[src/rtl/serial_loader.sv]
// Serial-to-parallel front end for a WIDTH-bit load/clear register: gathers strobed
// bits into a word, pulses load when the word completes, pulses clear on abort.
module serial_loader #(
    parameter int WIDTH     = 4,
    parameter bit MSB_FIRST = 1'b1
) (
    input  logic             clock,
    input  logic             reset,
    input  logic             start,
    input  logic             bit_valid,
    input  logic             serial_in,
    input  logic             abort,
    output logic [WIDTH-1:0] d,
    output logic             load,
    output logic             clear,
    output logic             busy
);

    localparam int CW = $clog2(WIDTH + 1);
    localparam logic [CW-1:0] CNT_ZERO = {CW{1'b0}};
    localparam logic [CW-1:0] CNT_ONE  = {{(CW-1){1'b0}}, 1'b1};
    localparam logic [CW-1:0] CNT_LAST = CW'(WIDTH - 1);

    typedef enum logic [1:0] {
        IDLE  = 2'd0,
        SHIFT = 2'd1,
        LOAD  = 2'd2
    } state_t;

    state_t            state_r;
    logic [CW-1:0]     count_r;
    logic [WIDTH-1:0]  buf_r;
    logic [WIDTH-1:0]  d_r;
    logic              load_r;
    logic              clear_r;
    logic              busy_r;
    logic [WIDTH-1:0]  shifted_s;

    function automatic logic [WIDTH-1:0] shift_in(input logic [WIDTH-1:0] cur, input logic b);
        logic [WIDTH-1:0] res;
        if (MSB_FIRST) begin
            res = {cur[WIDTH-2:0], b};
        end else begin
            res = {b, cur[WIDTH-1:1]};
        end
        return res;
    endfunction

    // Next buffer contents if the offered bit is accepted this cycle.
    always_comb begin
        shifted_s = shift_in(buf_r, serial_in);
    end

    // Frame FSM; abort outranks everything and d only changes on a completed word.
    always_ff @(posedge clock or negedge reset) begin
        if (!reset) begin
            state_r <= IDLE;
            count_r <= CNT_ZERO;
            buf_r   <= {WIDTH{1'b0}};
            d_r     <= {WIDTH{1'b0}};
            load_r  <= 1'b0;
            clear_r <= 1'b0;
            busy_r  <= 1'b0;
        end else begin
            load_r  <= 1'b0;
            clear_r <= 1'b0;
            if (abort) begin
                state_r <= IDLE;
                count_r <= CNT_ZERO;
                buf_r   <= {WIDTH{1'b0}};
                clear_r <= 1'b1;
                busy_r  <= 1'b0;
            end else begin
                case (state_r)
                    IDLE: begin
                        if (start) begin
                            state_r <= SHIFT;
                            count_r <= CNT_ZERO;
                            buf_r   <= {WIDTH{1'b0}};
                            busy_r  <= 1'b1;
                        end else begin
                            busy_r  <= 1'b0;
                        end
                    end
                    SHIFT: begin
                        if (bit_valid) begin
                            buf_r   <= shifted_s;
                            count_r <= count_r + CNT_ONE;
                            if (count_r == CNT_LAST) begin
                                d_r     <= shifted_s;
                                load_r  <= 1'b1;
                                state_r <= LOAD;
                            end else begin
                                state_r <= SHIFT;
                            end
                        end else begin
                            state_r <= SHIFT;
                        end
                        busy_r <= 1'b1;
                    end
                    LOAD: begin
                        state_r <= IDLE;
                        busy_r  <= 1'b0;
                    end
                    default: begin
                        state_r <= IDLE;
                        count_r <= CNT_ZERO;
                        buf_r   <= {WIDTH{1'b0}};
                        busy_r  <= 1'b0;
                    end
                endcase
            end
        end
    end

    assign d     = d_r;
    assign load  = load_r;
    assign clear = clear_r;
    assign busy  = busy_r;

endmodule
[config.mk]
export PLATFORM = sky130hd
export DESIGN_NAME = serial_loader
export DESIGN_NICKNAME = d
export VERILOG_FILES = /design/src/rtl/serial_loader.sv
export SDC_FILE = /design/constraint.sdc
export NUM_CORES = 1
export LEC_CHECK = 0
export ABC_AREA = 1
export CORE_MARGIN = 2
export CORE_UTILIZATION = 44
export DETAILED_ROUTE_END_ITERATION = 6
export PLACE_DENSITY = 0.82
export SKIP_LAST_GASP = 1
export SYNTH_ARGS = -nofsm -noshare
export SYNTH_HDL_FRONTEND = slang
export SYNTH_SLANG_ARGS = --single-unit
export TNS_END_PERCENT = 20
[constraint.sdc]
create_clock -name clock -period 1.25 [get_ports clock]
set_input_delay 0.25 -clock clock [delete_from_list [all_inputs] [get_ports clock]]
set_output_delay 0.25 -clock clock [all_outputs]
set_load 0.02 [all_outputs]
==> results of run 1 <==
area by class of cell:
cell class,count,area [um2],area share [%]
Sequential cell,15,375,41.3
Clock buffer,4,26.3,2.89
Timing Repair Buffer,17,160,17.6
Tap cell,16,20.0,2.20
Multi-Input combinational cell,57,288,31.7
Inverter,10,38.8,4.27
layer usage:
metal | part of all wire (%) | global-route usage (%) | up-vias
met1 | 42 | 20.6 | 259
met5 | 0 | 0 | -
met2 | 52 | 30.3 | 14
li1 | - | - | 293
met3 | 4.1 | 2.45 | 2
met4 | 1.3 | 9.09 | 0
sequential cells by signal, summed over array words and instances, names as in the netlist:
name and count:
buf_r 3, busy 1, clear 1, count_r 3, d 4, load 1, state_r 2
layout by cell type, fill, tap and decap left out, drive strengths merged:
cell type / Yosys / final
inv: 9 / 9
dlygate4sd2: 0 / 2
nor2: 10 / 10
clkinv: 1 / 1
dlymetal6s2s: 0 / 2
clkdlybuf4s50: 0 / 8
a21oi: 1 / 1
dfrtp: 15 / 15
nand2: 36 / 36
clkbuf: 0 / 4
nand3: 7 / 7
nor3: 1 / 1
ha: 2 / 2
buf: 1 / 5
power by group through the flow:
stage	combinational (uW)	clock [uW]	sequential, uW
global placement	108	0	518
global route	121	295	510
finish	109	268	508
detailed placement	110	0	518
floorplan	52.4	0	519
CTS	111	276	508
cell families (layout without fill, tap and decap cells):
kind of cell	after synthesis	after routing	share of synthesized area (%)
DFF	15	15	52.6
and+or+nand+nor	54	54	36.1
buffers and inverters	11	31	7.02
adders and majority gates	2	2	3.51
AOI/OAI and AO/OA	1	1	0.701
per-stage QoR:
stage          std cells  TNS, ns  area (um2)  worst slack, ns  total power, uW
3_3_place_gp         115    -1.34         880           -0.137              625
5_1_grt              119    -1.92         908           -0.270              926
6_report             119    -1.16         908           -0.208              885
4_1_cts              119    -1.68         903           -0.242              895
3_5_place_dp         115    -1.77         880           -0.173              628
2_1_floorplan         83        0         713          0.00622              571
timing repair:
| item | in CTS | in global routing |
|---|---|---|
| setup endpoints to repair | 12 | 14 |
| setup buffers | 0 | 0 |
| resized for setup | 2 | 2 |
| pin swaps | 0 | 0 |
how the worst max path moves through the flow:
stage / cells past startpoint / slack (ns) / end
after global placement: 6 / -0.14 / count_r[0]
after CTS: 1 / -0.24 / d[1]
after global routing: 8 / -0.27 / d[0]
after floorplan: 8 / 0.006 / d[1]
final: 1 / -0.21 / load
after detailed placement: 6 / -0.17 / count_r[0]
==> results.yml, run 1 <==
power:
  power_frac_seq_pct: 57.4
  p_int_uw: 670
  clkPwrFrac_pct: 30.2
  p_per_area_mw_per_mm2: 975
  combPwrFrac_pct: 12.3
  ir_drop_mv: 0.522
  switching_share_pct: 24.4
  p_leak_uw: 0.000542
  p_sw_uw: 216
sta:
  maxSlewHeadroom_pct: 76.6
  worst_slew_pin_slew_ns: 0.351
  whs_ns: 0.280
  fmax_ghz: 0.686
  hold_viol: 0
  fin_crit_sh_pct: 117
  fin_skew_ns: 0.00242
  drv_slew: 0
  min_period_ns: 1.46
  setup-violations-final: 8
  rsz0062_at_grt: "yes"
  setup_ws_ns: -0.208
job:
  max-cap-violations: 0
global_route:
  grt_usage_pct: 17.4
  grt_pass1_vias: 559
  grt_max_degree: 16
  grt_pass1_wl_um: 2370
  overflow: 0
  antenna_found_initial: 0
logic_synthesis:
  synthFlopType: "dfrtp_1"
  synth_edf_count: 0
  synthArstFlopShare_pct: 100
  synth.area.top_cells: "dfrtp_1 53%, nand2_1 17%, nor2_4 6.3%"
  synth_cells: 83
  synth_cell_type_count: 15
  syn_area_um2: 713
  syn-num-nets: 91
  ys_ff_latch: 15
  synth_top_area_cell: "dfrtp_1"
  synth_common_cells: "33 x nand2_1, 15 x dfrtp_1, 7 x inv_1"
  synth_most_common_cell: "nand2_1"
  synth_top_area_share_pct: 52.6
  synth.avg_cell_area_um2: 8.59
  synth_warnings: 0
  yosysSeqAreaShare_pct: 52.6
clock_network:
  cts_tree: "done"
  clock_sinks: 15
  clk_pin_slew_worst_paths_ns: 0.08
  h-tree-depth: 1
  postCtsHoldBufs: 0
  insertion_delay_ns: 0.27
  numCtsBuffers: 3
  root_buffer: "clkbuf_4"
  clk_path_buf_depth: 2
floorplanning:
  core_mm2: 0.00151
  initial_utilization_pct: 47.3
  rows: 14
  die-area_mm2: 0.00196
  die_h_um: 44.3
  io_pins: 13
  die_width_um: 44.3
finish:
  drive_above_1_share_pct: 19.4
  fill_cells: 125
  finalNetCount: 112
  final_core_util_pct: 60.3
  antenna-diode-count: 0
  syn_to_final_growth_pct: 27.4
critical_path:
  cpMaxStageDelayCell: "clkdlybuf4s50_1"
  cp_slowest_stage_delay_ns: 0.60
  startpoint_type: "flip-flop"
  r2r_start: "count_r[0]"
  reg2reg_depth: 8
  required_ns: 1.00
  worstSetupPathType: "reg -> out"
  endpoint_kind: "output port"
  crit_buf_inv: 1
  reg2reg_slack_ns: -0.15
  startpoint: "load"
  cp_top_family: "buffers and inverters"
  critPathMaxFanout: 1
  rr_endpoint: "d[0]"
  arrival_ns: 1.21
  path_cells: "clkdlybuf4s50_1"
hold_path:
  hold_class: "in -> async"
drt:
  routed_wl_um: 1450
  drtIter0Drc: 18
  antenna_left: 0
  drc: 0
  drt-pass1-iter-count: 5
  wl_per_cell_um: 12.2
  num_vias: 568
  viasPerCell: 4.77
outcome:
  violations: "setup timing"
  status: "finished, violations left"
placed_design:
  gp_congestion: 0.842
  portBuffers: 12
  dpl.hpwl_um: 1060
Note: power is estimated with default switching activity, not from simulation.
==> run 2: changes to the inputs <==
REMOVE_ABC_BUFFERS = 1   (was unset)
==> run 2 against run 1 <==
Net effect:
- the run still ends with setup timing left
- clock power rose by 3%
- combinational power shrank 4%
- wire length decreased by 3.2%
- critical path type unchanged
- highest routed layer unchanged
==> results.yml, run 2 (same netlist as run 1, synthesis figures left out) <==
drt:
  drtIter0Drc: 22
  drt-pass1-iter-count: 4
  num_vias: 571
  wl_per_cell_um: 12.0
  antenna_left: 0
  viasPerCell: 4.88
  drc: 0
  routed_wl_um: 1400
floorplanning:
  initial_utilization_pct: 47.3
  rows: 14
  die_width_um: 44.3
  io_pins: 13
  die-area_mm2: 0.00196
  core_mm2: 0.00151
  die_h_um: 44.3
global_route:
  grt_pass1_vias: 526
  antenna_found_initial: 0
  grt_usage_pct: 16.1
  grt_pass1_wl_um: 2240
  overflow: 0
  grt_max_degree: 16
clock_network:
  insertion_delay_ns: 0.28
  clock_sinks: 15
  h-tree-depth: 1
  clk_path_buf_depth: 2
  numCtsBuffers: 3
  root_buffer: "clkbuf_4"
  clk_pin_slew_worst_paths_ns: 0.09
  postCtsHoldBufs: 0
  cts_tree: "done"
sta:
  fmax_ghz: 0.687
  fin_crit_sh_pct: 116
  min_period_ns: 1.46
  drv_slew: 0
  rsz0062_at_grt: "yes"
  fin_skew_ns: 0.00355
  finalSetupTns_ns: -0.817
  setup-violations-final: 6
  hold_viol: 0
  maxSlewHeadroom_pct: 77.2
  setup_ws_ns: -0.206
  worst_slew_pin_slew_ns: 0.342
critical_path:
  endpoint_kind: "output port"
  required_ns: 1.00
  rr_endpoint: "d[2]"
  worstSetupPathType: "reg -> out"
  critPathMaxFanout: 1
  cpMaxStageDelayCell: "clkdlybuf4s50_1"
  cp_top_family: "buffers and inverters"
  startpoint_type: "flip-flop"
  cp_slowest_stage_delay_ns: 0.59
  path_cells: "clkdlybuf4s50_1"
  reg2reg_slack_ns: -0.13
  r2r_start: "count_r[1]"
  reg2reg_depth: 8
  arrival_ns: 1.21
  cp.depth: 1
  crit_buf_inv: 1
finish:
  layout_common_cells: "33 x nand2_1, 15 x dfrtp_1, 7 x inv_1, 7 x clkdlybuf4s50_1, 6 x nand3_1"
  final_common_cell: "nand2_1"
  finalNetCount: 110
  final_cells: 117
  drive_above_1_share_pct: 18.8
  fill_cells: 131
  final_core_util_pct: 59.4
  antenna-diode-count: 0
  largest_reg_flops: 4
  syn_to_final_growth_pct: 25.4
power:
  p_per_area_mw_per_mm2: 992
  switching_share_pct: 25.5
  p_total_uw: 888
  p_leak_uw: 0.000536
  p_int_uw: 662
  ir_drop_mv: 0.568
  power_frac_seq_pct: 57.3
  combPwrFrac_pct: 11.8
  clkPwrFrac_pct: 30.9
  p_sw_uw: 226
hold_path:
  hold_class: "in -> async"
placed_design:
  dpl.hpwl_um: 1010
  portBuffers: 12
  gp_congestion: 0.839
  post-place-ws_ns: -0.203
  place_inst: 113
outcome:
  violations: "setup timing"
  status: "finished, violations left"
job:
  max-cap-violations: 0
## run 2: cell type report
| class | count | area, um2 | area share, % |
|---|---|---|---|
| timing repair buffer | 15 | 145 | 16.2 |
| tap | 16 | 20.0 | 2.24 |
| multi-input combinational | 57 | 288 | 32.2 |
| sequential | 15 | 375 | 42.0 |
| clock inverter | 1 | 5.00 | 0.559 |
| clock buffer | 3 | 22.5 | 2.52 |
| inverter | 10 | 38.8 | 4.34 |
## run 2: how the worst max path moves through the flow
stage                    start        to  slack (ns)
floorplan           count_r[0]      d[1]       0.005
finish                   clear     clear       -0.21
global route              busy      busy       -0.24
detailed placement       abort  buf_r[2]       -0.20
global placement         abort  buf_r[2]       -0.13
CTS                       d[3]      d[3]       -0.25
## run 2: stage by stage
step / hold slack, ns / area (um2)
finish: 0.272 / 895
global route: 0.289 / 895
CTS: 0.277 / 890
detailed placement: 0.464 / 865
global placement: 0.466 / 865
floorplan: -0.0456 / 702
## run 2: routing by layer
layer	up-vias	GRT usage [%]	wire length, um
li1	290	-	-
met1	259	19.6	620
met2	17	27.1	684
met3	5	2.45	55
met4	0	9.09	44
met5	-	0	0
## run 2: power groups by stage
stage	combinational [uW]	clock [uW]	sequential, uW
floorplan	42.8	0	523
global placement	103	0	518
detailed placement	106	0	518
CTS	106	284	508
global route	116	303	509
finish	105	275	508
## run 2: timing repair
item	in CTS	in global routing
buffers inserted	0	0
resized for setup	4	2
setup endpoints to repair	12	12
